<file path="config.mk">
export PLATFORM = sky130hd
export DESIGN_NAME = univ_shift_reg
export DESIGN_NICKNAME = d
export VERILOG_FILES = /design/src/rtl/univ_shift_reg.sv
export SDC_FILE = /design/constraint.sdc
export NUM_CORES = 1
export LEC_CHECK = 0
export CAP_MARGIN = 20
export CORE_AREA = 2 2 39 41
export DETAILED_ROUTE_END_ITERATION = 8
export DIE_AREA = 0 0 41 43
export DONT_BUFFER_PORTS = 1
export PLACE_DENSITY = 0.47
export SLEW_MARGIN = 5
export SYNTH_ARGS = -nofsm -noshare
export SYNTH_HDL_FRONTEND = slang
export SYNTH_SLANG_ARGS = --single-unit
</file>
<file path="constraint.sdc">
create_clock -name clk -period 1.2 [get_ports clk]
set_input_delay 0.12 -clock clk [delete_from_list [all_inputs] [get_ports clk]]
set_output_delay 0.12 -clock clk [all_outputs]
set_load 0.02 [all_outputs]
</file>
<file path="src/rtl/univ_shift_reg.sv">
// rtl/univ_shift_reg.sv - universal shift register with frame counter
//
// Purpose : WIDTH-bit register supporting hold, shift right, shift left and
//           parallel load, with a shift counter that marks completed
//           WIDTH-bit serial frames.
// Ports   :
//   clk        in   rising-edge clock
//   rst_n      in   asynchronous active-low reset
//   en         in   clock enable, 0 holds all state
//   mode       in   00 hold, 01 shift right, 10 shift left, 11 parallel load
//   sin        in   serial data in
//   pin        in   parallel data in [WIDTH]
//   q          out  register contents (registered) [WIDTH]
//   sout       out  serial data out (combinational from q and mode)
//   shift_cnt  out  shifts completed in current frame (registered) [CW]
//   frame_done out  one-cycle pulse after a frame-completing shift (registered)

module univ_shift_reg #(
    parameter int WIDTH = 4
) (
    input  logic                       clk,
    input  logic                       rst_n,
    input  logic                       en,
    input  logic [1:0]                 mode,
    input  logic                       sin,
    input  logic [WIDTH-1:0]           pin,
    output logic [WIDTH-1:0]           q,
    output logic                       sout,
    output logic [$clog2(WIDTH)-1:0]   shift_cnt,
    output logic                       frame_done
);

    localparam int CW = $clog2(WIDTH);

    localparam logic [1:0] MODE_HOLD  = 2'b00;
    localparam logic [1:0] MODE_RIGHT = 2'b01;
    localparam logic [1:0] MODE_LEFT  = 2'b10;
    localparam logic [1:0] MODE_LOAD  = 2'b11;

    localparam logic [CW-1:0] CNT_LAST = CW'(WIDTH - 1);

    logic [WIDTH-1:0] q_q, q_d;
    logic [CW-1:0]    cnt_q, cnt_d;
    logic             frame_done_q, frame_done_d;
    logic             do_shift;

    always_comb begin
        q_d          = q_q;
        cnt_d        = cnt_q;
        frame_done_d = 1'b0;
        do_shift     = 1'b0;

        if (en) begin
            case (mode)
                MODE_RIGHT: begin
                    q_d      = {sin, q_q[WIDTH-1:1]};
                    do_shift = 1'b1;
                end
                MODE_LEFT: begin
                    q_d      = {q_q[WIDTH-2:0], sin};
                    do_shift = 1'b1;
                end
                MODE_LOAD: begin
                    // A load starts a fresh frame, so any pending count is dropped.
                    q_d   = pin;
                    cnt_d = '0;
                end
                MODE_HOLD: begin
                    q_d = q_q;
                end
                default: begin
                    q_d = q_q;
                end
            endcase

            // Direction changes do not restart the frame; every shift counts.
            if (do_shift) begin
                if (cnt_q == CNT_LAST) begin
                    cnt_d        = '0;
                    frame_done_d = 1'b1;
                end else begin
                    cnt_d = cnt_q + CW'(1);
                end
            end
        end
    end

    always_ff @(posedge clk or negedge rst_n) begin
        if (!rst_n) begin
            q_q          <= '0;
            cnt_q        <= '0;
            frame_done_q <= 1'b0;
        end else begin
            q_q          <= q_d;
            cnt_q        <= cnt_d;
            frame_done_q <= frame_done_d;
        end
    end

    assign q          = q_q;
    assign shift_cnt  = cnt_q;
    assign frame_done = frame_done_q;
    // Left shifts emit the MSB, everything else presents the LSB.
    assign sout       = (mode == MODE_LEFT) ? q_q[WIDTH-1] : q_q[0];

endmodule
</file>
==> summary.md, run 1 <==
| Metric | Value |
|---|---|
| Status | `finished clean` |
| Mapped Cells | `39` |
| Crit path launch type | `flip-flop` |
| CTS Buffer Depth | `2` |
| Yosys reg bits | `7` |
| Total CTS buffers | `3` |
| Commonest non-fill, non-tap cells in the layout | `dfrtp_1, nand2_1, buf_4` |
| Antenna violation net count after detailed routing | `0` |
| Final core occ | `36.0%` |
| M2 GR Usage | `20.0%` |
| Starting DRT DRC Count | `6` |
| Syn_area_per_cell | `10.3 sq um` |
| Max cap viols | `0` |
| Worst Path Required | `1.08 ns` |
| CP cell instances | `mux2_1` |
| Die H | `43 um` |
| Crit Path Max Fanout | `3` |
| Crit path DAT | `1.03 ns` |
| Via Count | `315` |
| Sequential share of the synthesized area | `43.8%` |
| Fill cells | `149` |
| Layout cells sized above 1 | `26.5%` |
| Drt wl/cell | `13.7 um` |
| Most common cell after layout, fill and taps aside | `dfrtp_1` |
| RSZ-0062 raised after global routing | `false` |
| Worst skew pair latency | `0.25 ns` |
| Bufs and invs on worst path | `0` |
| Pins Over Slew Limit | `0` |
| Synth Warn # | `0` |
| Die width | `41 um` |
| Initial antenna violation count | `0` |
| Clk pin slew, worst setup/hold paths | `0.06 ns` |
| Yosys cell types | `14` |
| Kind of critical path | `reg2out` |
| Clk sinks | `7` |
| Die ar. | `1760 sq um` |
| Min-delay worst type | `in2reg` |
| Gr busiest metal | `met2` |
| Final Critical Period | `1.15 ns` |
| Maximum VDD drop | `0.563 mV` |
| Lkg Pwr | `0.255 nW` |
| Final worst path period share | `96.2%` |
| Max_slew headroom | `77.5%` |
| Row cnt | `14` |
| Hold-fix buffers, CTS | `1` |
| Post-Syn Area | `400 sq um` |
| Postcts setup bufs | `0` |
| Gp weighted congestion | `0.582` |
| CP top delay family | `flip-flops` |
| Largest net degree at the start of global routing | `13` |
| Number of cells after detailed placement | `60` |
| CTS tree | `built` |
| Initial core utilization | `28.9%` |
| Achievable Freq | `0.866 GHz` |
| H-tree levels | `1` |
| I/O pins | `18` |
| Total wire length | `891 um` |
| Vias/cell | `4.85` |
| Reg area | `175 sq um` |
| Buffers on Ports | `0` |
| Final Hold Vio Count | `0` |
| Sum Neg Setup Slack | `0 ns` |
| Ant diodes | `0` |
| Vias in the first global route | `347` |
| DR pass1 iterations | `4` |
| Core area | `1380 sq um` |
| Gr usage total | `12.7%` |
| Slowest CP cell | `dfrtp_1` |
| CTS root buffer | `clkbuf_4` |
| Area of the multi-input gates | `213 sq um` |
| Final std cells w/o fill | `65` |
| Crit end category | `output pin` |
| GR Util met3 | `4.19%` |
| Detailed Place HPWL | `737 um` |
| PostCTS Resize Cnt | `0` |
| Measured slew at the worst slew-check pin | `0.337 ns` |
| CP peak stage delay | `0.40 ns` |
| Total congestion overflow | `0` |
| Pre-CTS setup slack | `0.161 ns` |
| DRC errors left | `0` |
| Worst Skew | `0.00147 ns` |
| Area growth, synth to finish | `24.4%` |
| Mapped Nets | `53` |
| Setup ws final | `0.0456 ns` |
| Final nets | `64` |
| Pwr Density | `1560 nW/um^2` |
| Final setup violation count | `0` |
| Global-route wire length before repair | `1.46 mm` |
| M1 GR Usage | `12.5%` |
-- power by group --
| part | internal [mW] | switching (mW) | total [mW] | leakage, nW |
|---|---|---|---|---|
| Clock | 0.122 | 0.0913 | 0.213 | 0.0177 |
| Sequential | 0.277 | 0.0268 | 0.303 | 0.0909 |
| Combinational | 0.107 | 0.152 | 0.259 | 0.146 |
-- Yosys cell counts --
library cell	count	area share [%]
o21ai_1	5	6.2
and3_1	1	1.6
dfrtp_1	7	44
inv_1	2	1.9
nor4b_2	1	3.7
a21o_1	1	1.9
nand2b_4	1	3.4
nor2_2	1	1.6
a21oi_1	4	5.0
ha_1	4	13
mux2_1	1	2.8
nand2_1	6	5.6
a22o_1	4	8.7
buf_2	1	1.2
-- cells by family (layout without fill, tap and decap cells) --
logic type      Yosys count  after routing  synth area share [%]
compound gates           14             14                  21.9
buf+inv                   3             13                  3.12
flops                     7              7                  43.8
simple gates             10             10                  15.9
mux                       1              1                  2.81
fa+ha+maj                 4              4                  12.5
-- sequential cells by signal, summed over array words and instances, names as in the netlist --
name	count
shift_cnt	2
frame_done	1
q	4
-- worst paths after layout --
kind	start	slack (ns)	endpoint	depth (start not counted)
setup / recovery	q[0]$_DFFE_PN0P_	0.05	sout	1
hold / removal	sin	0.06	q[3]$_DFFE_PN0P_	2
setup reg to reg	shift_cnt[0]$_DFFE_PN0P_	0.14	shift_cnt[0]$_DFFE_PN0P_	3
hold reg to reg	shift_cnt[1]$_DFFE_PN0P_	0.64	shift_cnt[1]$_DFFE_PN0P_	3
max in group asynchronous	rst_n	0.75	q[3]$_DFFE_PN0P_	1
min in group asynchronous	rst_n	0.20	frame_done$_DFF_PN0_	1
-- worst register-to-register path, cell delays in order (launching register included) --
cell and delay (ns):
dfrtp_1 0.38, ha_1 0.23, nor4b_2 0.28, a21o_1 0.11
-- final cells by class --
| type | instances | area share [%] |
|---|---|---|
| clock inverters | 1 | 1.01 |
| multi-input cells | 29 | 42.7 |
| flip-flops and latches | 7 | 35.2 |
| clock buffers | 3 | 4.52 |
| repair buffers | 7 | 11.1 |
| well taps | 16 | 4.02 |
| inverters | 2 | 1.51 |
-- metrics by stage --
| stage | total power [mW] | hold slack (ns) | instance area [sq um] |
|---|---|---|---|
| finish | 0.776 | 0.0610 | 498 |
| global route | 0.837 | 0.0459 | 498 |
| detailed placement | 0.562 | -0.175 | 460 |
| floorplan | 0.470 | -0.176 | 400 |
| CTS | 0.794 | 0.0473 | 498 |
| global placement | 0.554 | -0.175 | 460 |
-- per-layer routing --
metal / routed length [um] / vias up
met5: 0 / -
met4: 0 / 0
met3: 74 / 0
met2: 516 / 9
li1: - / 159
met1: 300 / 147
Note: power is estimated with default switching activity, not from simulation.
==> run 2: changes to the inputs <==
- CELL_PAD_IN_SITES_DETAIL_PLACEMENT: unset -> 1
- CELL_PAD_IN_SITES_GLOBAL_PLACEMENT: unset -> 1
- PLACE_DENSITY: 0.47 -> 0.58
==> summary.md, run 2 (synthesized netlist as in run 1, its figures left out) <==
| Metric | Value |
|---|---|
| RSZ-0062 raised after global routing | `false (unchanged)` |
| Clk sinks | `7 (unchanged)` |
| Largest net degree at the start of global routing | `13 (unchanged)` |
| Crit path launch type | `flip-flop (unchanged)` |
| Slowest CP cell | `dfrtp_1 (unchanged)` |
| Final std cells w/o fill | `65 (unchanged)` |
| Global-route wire length before repair | `1.63 mm (was 1.46 mm)` |
| Routed wl met2 | `586 um (was 516 um)` |
| Ant diodes | `0 (unchanged)` |
| Final hold slack | `0.0387 ns (was 0.0610 ns)` |
| Number of cells after detailed placement | `60 (unchanged)` |
| Lkg Pwr | `0.252 nW (was 0.255 nW)` |
| Critical path origin | `q[0]$_DFFE_PN0P_ (unchanged)` |
| Measured slew at the worst slew-check pin | `0.325 ns (was 0.337 ns)` |
| CP Depth | `1 (unchanged)` |
| Kind of critical path | `reg2out (unchanged)` |
| Fill cells | `165 (was 149)` |
| Commonest non-fill, non-tap cells in the layout | `dfrtp_1, nand2_1, buf_4 (unchanged)` |
| Final instance area | `497 sq um (was 498 sq um)` |
| Row cnt | `14 (unchanged)` |
| Setup ws final | `0.0837 ns (was 0.0456 ns)` |
| Reg area | `175 sq um (unchanged)` |
| Crit Path Max Fanout | `4 (was 3)` |
| DR pass1 iterations | `1 (was 4)` |
| Metal3 WL | `65 um (was 74 um)` |
| Die H | `43 um (unchanged)` |
| Final Hold Vio Count | `0 (unchanged)` |
| Maximum VDD drop | `0.756 mV (was 0.563 mV)` |
| Status | `finished clean (unchanged)` |
| Via Count | `322 (was 315)` |
| Total CTS buffers | `3 (unchanged)` |
| Starting DRT DRC Count | `0 (was 6)` |
| Hold depth | `1 (was 2)` |
| Placed instance area | `460 sq um (unchanged)` |
| Worst Skew | `0.00649 ns (was 0.00147 ns)` |
| CP top delay family | `flip-flops (unchanged)` |
| Initial core utilization | `28.9% (unchanged)` |
| Gr usage total | `14.3% (was 12.7%)` |
| Pre-CTS setup slack | `0.154 ns (was 0.161 ns)` |
| Core area | `1380 sq um (unchanged)` |
| Achievable Freq | `0.896 GHz (was 0.866 GHz)` |
| Initial antenna violation count | `0 (unchanged)` |
| Crit end category | `output pin (unchanged)` |
| Max_slew headroom | `78.3% (was 77.5%)` |
| Reg-to-Reg Start | `shift_cnt[0]$_DFFE_PN0P_ (unchanged)` |
| Final Critical Period | `1.12 ns (was 1.15 ns)` |
| Pins Over Slew Limit | `0 (unchanged)` |
| Pwr Density | `1570 nW/um^2 (was 1560 nW/um^2)` |
| CP cell instances | `mux2_2 (was mux2_1)` |
| Reg2Reg Depth | `3 (unchanged)` |
| Layout cells sized above 1 | `26.5% (unchanged)` |
| Total congestion overflow | `0 (unchanged)` |
| Total wire length | `969 um (was 891 um)` |
| Area of the multi-input gates | `213 sq um (unchanged)` |
| Postcts setup bufs | `0 (unchanged)` |
| Die width | `41 um (unchanged)` |
| Vias/cell | `4.95 (was 4.85)` |
| I/O pins | `18 (unchanged)` |
| Top layer used by detailed routing | `met3 (unchanged)` |
| Min-delay src | `en (was sin)` |
| Final nets | `64 (unchanged)` |
| Final worst path period share | `93.0% (was 96.2%)` |
| Buffers on Ports | `0 (unchanged)` |
| Gp weighted congestion | `0.672 (was 0.582)` |
| Detailed Place HPWL | `843 um (was 737 um)` |
| Max FFs per register | `4 (unchanged)` |
| Clk pin slew, worst setup/hold paths | `0.05 ns (was 0.06 ns)` |
| DRC errors left | `0 (unchanged)` |
| Pwr Total | `778 uW (was 776 uW)` |
| Drt wl/cell | `14.9 um (was 13.7 um)` |
| Final core occ | `35.9% (was 36.0%)` |
| Final setup violation count | `0 (unchanged)` |
| CTS tree | `built (unchanged)` |
| Vias in the first global route | `389 (was 347)` |
| CTS Buffer Depth | `2 (unchanged)` |
| Most common cell after layout, fill and taps aside | `dfrtp_1 (unchanged)` |
| Die ar. | `1760 sq um (unchanged)` |
| Met1 wire length | `316 um (was 300 um)` |
| Max cap viols | `0 (unchanged)` |
| Worst Path Required | `1.08 ns (about the same)` |
| Bufs and invs on worst path | `0 (unchanged)` |
| Sum Neg Setup Slack | `0 ns (unchanged)` |
| Worst skew pair latency | `0.25 ns (about the same)` |
| Area growth, synth to finish | `24.1% (was 24.4%)` |
| CP peak stage delay | `0.42 ns (was 0.40 ns)` |
| H-tree levels | `1 (unchanged)` |
| Antenna violation net count after detailed routing | `0 (unchanged)` |
| CTS root buffer | `clkbuf_4 (unchanged)` |
| Crit path DAT | `1.00 ns (was 1.03 ns)` |
| Min-delay worst type | `in2reg (unchanged)` |
## run 2: worst paths after layout
path | to | slack, ns
max reg2reg | shift_cnt[0]$_DFFE_PN0P_ | 0.16
max | sout | 0.08
min reg2reg | q[0]$_DFFE_PN0P_ | 0.60
max in group asynchronous | q[1]$_DFFE_PN0P_ | 0.75
min in group asynchronous | frame_done$_DFF_PN0_ | 0.20
min | frame_done$_DFF_PN0_ | 0.04
## run 2: layout make-up
type | instances | share of cell area, %
multi-input cells | 29 | 42.8
flip-flops and latches | 7 | 35.3
repair buffers | 7 | 11.1
clock buffers | 4 | 5.29
well taps | 16 | 4.03
inverters | 2 | 1.51
## run 2: where the power goes
group | leakage (nW) | internal (mW) | switching [mW] | total [mW]
registers | 0.0909 | 0.277 | 0.0295 | 0.306
logic | 0.146 | 0.109 | 0.152 | 0.262
clock network | 0.0150 | 0.127 | 0.0830 | 0.210
## run 2: per-layer routing
| layer | vias up | global-route usage (%) |
|---|---|---|
| met5 | - | 0 |
| li1 | 160 | - |
| met2 | 10 | 26.6 |
| met4 | 0 | 2.00 |
| met3 | 0 | 8.90 |
| met1 | 152 | 12.0 |
## run 2: timing repair
item,4_1_cts,5_1_grt
hold endpoints to repair,7,0
hold buffers,1,0
gates resized for setup,0,1
setup endpoints to repair,0,1
